`src/rtl/mole_game_ctrl.sv`:
```
// Whack-a-mole round controller: N independent mole slots with random spawns,
// per-mole lifetimes, hit/miss detection and a round timer driven by the ms tick.
module mole_game_ctrl #(
    parameter int N_MOLES     = 10,
    parameter int MAX_ACTIVE  = 3,
    parameter int LIFETIME_MS = 1500,
    parameter int SPAWN_MS    = 1000,
    parameter int GAME_MS     = 30000,
    parameter int RNG_W       = 5
) (
    input  logic                         clk,
    input  logic                         rst_n,
    input  logic                         tick,
    input  logic                         start,
    input  logic [RNG_W-1:0]             rng_value,
    input  logic [N_MOLES-1:0]           btn_edge,
    output logic [N_MOLES-1:0]           moles,
    output logic                         hit_pulse,
    output logic [$clog2(N_MOLES+1)-1:0] hit_count,
    output logic                         miss_pulse,
    output logic [$clog2(N_MOLES+1)-1:0] miss_count,
    output logic                         game_active,
    output logic                         game_over,
    output logic [15:0]                  time_left
);

    localparam int CW        = $clog2(N_MOLES + 1);
    localparam int IW        = $clog2(N_MOLES);
    localparam int LW        = $clog2(LIFETIME_MS + 1);
    localparam int SW        = $clog2(SPAWN_MS + 1);
    localparam int MOD_ITERS = (2 ** RNG_W) / N_MOLES;

    typedef enum logic [1:0] {
        IDLE,
        PLAY,
        OVER
    } state_t;

    state_t             state;
    logic [LW-1:0]      life    [N_MOLES];
    logic [LW-1:0]      life_nx [N_MOLES];
    logic [SW-1:0]      spawn_cnt;
    logic [SW-1:0]      spawn_nx;
    logic [15:0]        time_nx;
    logic [N_MOLES-1:0] hit_vec;
    logic [N_MOLES-1:0] whiff_vec;
    logic [N_MOLES-1:0] expire_vec;
    logic [N_MOLES-1:0] spawn_vec;
    logic [N_MOLES-1:0] moles_nx;
    logic               last_tick;
    logic               spawn_now;
    logic               found;
    logic [8:0]         rng_mod;
    logic [IW-1:0]      cand;
    logic [IW:0]        pos;

    function automatic logic [CW-1:0] popcount(input logic [N_MOLES-1:0] v);
        logic [CW-1:0] n;
        n = '0;
        for (int i = 0; i < N_MOLES; i++) begin
            n = n + CW'(v[i]);
        end
        return n;
    endfunction

    // Candidate slot: rng_value mod N_MOLES by repeated compare-subtract.
    always_comb begin
        rng_mod = 9'(rng_value);
        for (int m = 0; m < MOD_ITERS; m++) begin
            if (rng_mod >= 9'(N_MOLES)) begin
                rng_mod = rng_mod - 9'(N_MOLES);
            end
        end
        cand = IW'(rng_mod);
    end

    always_comb begin
        hit_vec    = '0;
        whiff_vec  = '0;
        expire_vec = '0;
        spawn_vec  = '0;
        last_tick  = 1'b0;
        spawn_now  = 1'b0;
        found      = 1'b0;
        pos        = '0;
        time_nx    = time_left;
        spawn_nx   = spawn_cnt;
        for (int i = 0; i < N_MOLES; i++) begin
            life_nx[i] = life[i];
        end

        if (state == PLAY) begin
            hit_vec   = btn_edge & moles;
            whiff_vec = btn_edge & ~moles;
            if (tick) begin
                time_nx   = (time_left != 16'd0) ? time_left - 16'd1 : 16'd0;
                last_tick = (time_left <= 16'd1);
                if (spawn_cnt <= SW'(1)) begin
                    spawn_nx  = SW'(SPAWN_MS);
                    spawn_now = 1'b1;
                end else begin
                    spawn_nx = spawn_cnt - SW'(1);
                end
                // Moles still lit when the round ends vanish without counting as misses.
                for (int i = 0; i < N_MOLES; i++) begin
                    if (moles[i]) begin
                        if (life[i] != '0) begin
                            life_nx[i] = life[i] - LW'(1);
                        end
                        if (life[i] == LW'(1) && !hit_vec[i] && !last_tick) begin
                            expire_vec[i] = 1'b1;
                        end
                    end
                end
            end

            for (int i = 0; i < N_MOLES; i++) begin
                if (hit_vec[i] || expire_vec[i]) begin
                    life_nx[i] = '0;
                end
            end

            // Slots hit or expiring this cycle are still set in moles, so the scan skips them.
            if (spawn_now && (popcount(moles) < CW'(MAX_ACTIVE))) begin
                for (int k = 0; k < N_MOLES; k++) begin
                    pos = {1'b0, cand} + (IW + 1)'(k);
                    if (pos >= (IW + 1)'(N_MOLES)) begin
                        pos = pos - (IW + 1)'(N_MOLES);
                    end
                    if (!found && !moles[pos[IW-1:0]]) begin
                        found                  = 1'b1;
                        spawn_vec[pos[IW-1:0]] = 1'b1;
                    end
                end
            end

            for (int i = 0; i < N_MOLES; i++) begin
                if (spawn_vec[i]) begin
                    life_nx[i] = LW'(LIFETIME_MS);
                end
            end
        end

        moles_nx = (moles & ~hit_vec & ~expire_vec) | spawn_vec;
    end

    always_ff @(posedge clk or negedge rst_n) begin
        if (!rst_n) begin
            state       <= IDLE;
            moles       <= '0;
            hit_pulse   <= 1'b0;
            hit_count   <= '0;
            miss_pulse  <= 1'b0;
            miss_count  <= '0;
            game_active <= 1'b0;
            game_over   <= 1'b0;
            time_left   <= '0;
            spawn_cnt   <= '0;
            for (int i = 0; i < N_MOLES; i++) begin
                life[i] <= '0;
            end
        end else begin
            case (state)
                IDLE, OVER: begin
                    hit_pulse  <= 1'b0;
                    hit_count  <= '0;
                    miss_pulse <= 1'b0;
                    miss_count <= '0;
                    moles      <= '0;
                    time_left  <= '0;
                    if (start) begin
                        state       <= PLAY;
                        game_active <= 1'b1;
                        game_over   <= 1'b0;
                        time_left   <= 16'(GAME_MS);
                        spawn_cnt   <= SW'(SPAWN_MS);
                        for (int i = 0; i < N_MOLES; i++) begin
                            life[i] <= '0;
                        end
                    end
                end
                PLAY: begin
                    hit_count  <= popcount(hit_vec);
                    miss_count <= popcount(whiff_vec) + popcount(expire_vec);
                    hit_pulse  <= |hit_vec;
                    miss_pulse <= |(whiff_vec | expire_vec);
                    if (tick && last_tick) begin
                        state       <= OVER;
                        game_active <= 1'b0;
                        game_over   <= 1'b1;
                        moles       <= '0;
                        time_left   <= '0;
                        spawn_cnt   <= '0;
                        for (int i = 0; i < N_MOLES; i++) begin
                            life[i] <= '0;
                        end
                    end else begin
                        moles     <= moles_nx;
                        time_left <= time_nx;
                        spawn_cnt <= spawn_nx;
                        for (int i = 0; i < N_MOLES; i++) begin
                            life[i] <= life_nx[i];
                        end
                    end
                end
                default: begin
                    state <= IDLE;
                end
            endcase
        end
    end

endmodule

```
`config.mk`:
```
export PLATFORM = sky130hd
export DESIGN_NAME = mole_game_ctrl
export DESIGN_NICKNAME = d
export VERILOG_FILES = /design/src/rtl/mole_game_ctrl.sv
export SDC_FILE = /design/constraint.sdc
export NUM_CORES = 1
export LEC_CHECK = 0
export CORE_MARGIN = 2
export CORE_UTILIZATION = 60
export CTS_CLUSTER_DIAMETER = 200
export CTS_CLUSTER_SIZE = 25
export DETAILED_ROUTE_END_ITERATION = 7
export GPL_ROUTABILITY_DRIVEN = 0
export HOLD_SLACK_MARGIN = 0.05
export PLACE_DENSITY = 0.85
export SLEW_MARGIN = 20
export SYNTH_ARGS = -nofsm -noshare
export SYNTH_HDL_FRONTEND = slang
export SYNTH_SLANG_ARGS = --single-unit
```
`constraint.sdc`:
```
create_clock -name clk -period 12 [get_ports clk]
set_input_delay 3 -clock clk [delete_from_list [all_inputs] [get_ports clk]]
set_output_delay 3 -clock clk [all_outputs]
set_load 0.01 [all_outputs]
```
==> run metrics <==
outcome=complete, but fails checks; violated checks=DRC; Post-DP HPWL=roughly 40000 um; ys flop type=dfrtp_1; routed wire length=around 55000 um; most frequent cells in the layout=nand2_1 (223), nor2_1 (174), dfrtp_1 (160); Root Driver=clkbuf_16; post_cts resized=0; First DRT Iteration DRCs=about 3300; Clock Skew=between 0.01 and 0.015 ns; GRT Total Usage=around 37%; drc violations=73; CP required=12.33 ns; number of antenna diodes=0; vias post-DR=about 18000; DRT antenna net count=0; Crit path arrival time=11.89 ns; setup violators final=0; final core utilization=between 60% and 70%; first-pass GRT wire length=87500 um; final hold violations=0; post-place setup slack=approximately 0.048 ns; Power Density=220 nW/um^2; clock tree sinks=160; maxcap violations=0; number of global-route vias before repair=roughly 17000; crit share post-route=between 90 and 100%; slowest library cell on the worst path=clkdlybuf4s50_1; Synth warnings=0; critical path class=in2reg; Layout fillers=between 2000 and 2500; Worst slew margin=19.3%; syn nets=roughly 2200; largest net degree at the start of global routing=about 100; area of the multi-input gates=11800 sq um; cell mode on critical path=ha_1; Worst Setup End Kind=flip-flop; die height=around 170 um; Via density=roughly 7.4; Post-Synthesis Cells=between 2000 and 2500; hold_ws=0.499 ns; slack of the critical path=0.445 ns; layout cells sized above 1=slightly below 9%; Final Critical Period=roughly 12 ns; Final #Nets=2209; Max rail drop VDD=between 0.1 and 0.15 mV; cts bufs inserted=17; CP startpoint kind=input pin; share of flip-flops with an asynchronous set or reset=100%; Avg WL per Cell=roughly 22 um; Starting Density=a little over 60%; Unique masters post-synth=127; Fin Setup TNS=0 ns; Crit path largest cell delay=around 0.62 ns; Reg area=between 4000 and 5000 sq um; sequential share of the synthesized area=between 20% and 30%; initial antenna violation count=0; synthesized area=16600 sq um; f_max=~0.087 GHz; most common cell after layout, fill and taps aside=nand2_1; FF-to-FF setup slack=5.56 ns; clk slew on worst S/H paths=approximately 0.070 ns; drt pass-1 iters=8; area grow syn2layout=9.28%; CTS max path bufs=2; cts hold-fix bufs=0; number of core rows=60; # Post-CTS Setup Buffers=0; Worst Tran Pin Value=1.20 ns; DIE AREA=29000 sq um; Yosys reg bits=160; CTS tree=done; # H-tree levels=4; die width=~170 um; # IOs=57; Congestion Overflow GR=0; I/O Buffers=56; fin. max-slew vios=0; Crit Path Max Fanout=15; Post-synth EDFFs=0; core area=between 20000 and 30000 sq um; Static Leak=7.59 nW; Worst Hold Class=reg2reg; Worst-Skew Late Latency=about 0.44 ns; Syn Area/Cell=~8.0 sq um
area by class of cell:
class                      count  share of cell area [%]
clock inverter                14                   0.808
clock buffer                  18                    2.37
multi-input combinational   1711                    65.1
sequential                   160                    22.1
timing repair buffer         100                    4.90
inverter                     114                    2.36
tap                          341                    2.36
sequential cells by signal, summed over array words and instances, names as in the netlist:
register / cells
miss_pulse: 1
game_active: 1
game_over: 1
life: 110
miss_count: 4
state: 2
hit_count: 4
time_left: 16
spawn_cnt: 10
hit_pulse: 1
moles: 10
stage by stage:
stage | total power [mW] | cells | instance area, sq um
final | 3.98 | 2458 | 18100
after global routing | 4.21 | 2458 | 18100
after CTS | 3.84 | 2458 | 18000
after detailed placement | 3.28 | 2426 | 17500
after global placement | 3.20 | 2426 | 17500
after floorplan | 2.63 | 2081 | 16600
cell usage after synthesis, types with 21 or more instances:
master	count	share of area, %
nand2b_1	21	0.79
and3_1	27	1.0
ha_1	59	4.5
or3_1	35	1.3
nand4_1	36	1.4
mux2i_1	29	1.8
inv_1	107	2.4
o31ai_1	30	1.4
nand2_1	223	5.0
and2_1	21	0.79
o21ai_1	36	1.1
nor4_1	40	1.5
fa_1	27	3.3
o21ai_0	125	3.8
nand3_1	90	2.7
clkbuf_1	63	1.4
dfrtp_1	160	24
a31oi_1	39	1.5
nor2_1	175	4.0
o211ai_1	29	1.3
a21oi_1	84	2.5
a21o_1	32	1.4
nor3_1	91	2.7
cells by family after synthesis:
group                    count (synthesis)  synth area share (%)
XOR/XNOR                                26                  2.46
AND/OR/NAND/NOR                        870                  26.8
flip-flops                             160                  24.2
adder cells (fa/ha/maj)                 86                  7.71
multiplexers                            41                  2.57
AO/OA/AOI/OAI                          688                  31.1
buffers and inverters                  210                  5.16
critical path: cells and delay by family:
kind / cells / cell delay (ns)
AO/OA/AOI/OAI: 15 / 3.15
buffers and inverters: 9 / 1.80
XOR/XNOR: 2 / 0.45
adder cells (fa/ha/maj): 5 / 1.38
AND/OR/NAND/NOR: 8 / 2.11
per-layer routing:
layer  track usage, %  vias to the layer above  wire length (um)
met2             57.9                     1368             24100
met3             9.60                      317              6680
met4             19.5                        0              3140
met5                0                        -                 0
met1             48.4                     8461             20800
li1                 -                     7975                 -
report_power, final:
part	leakage [nW]	switching (mW)	internal, mW	total, mW
sequential	2.06	0.160	0.678	0.838
clock	0.281	0.257	0.293	0.550
combinational	5.25	1.65	0.946	2.60
total	7.59	2.07	1.92	3.98
final timing paths:
path,start,endpoint,cells past startpoint
max,rng_value[2],life[81],39
min,game_over,game_over,1
max reg2reg,time_left[0],miss_count[2],21
min reg2reg,game_over,game_over,1
max in group asynchronous,rst_n,spawn_cnt[9],2
min in group asynchronous,rst_n,time_left[0],1
Power figures use the tool's default switching activity.
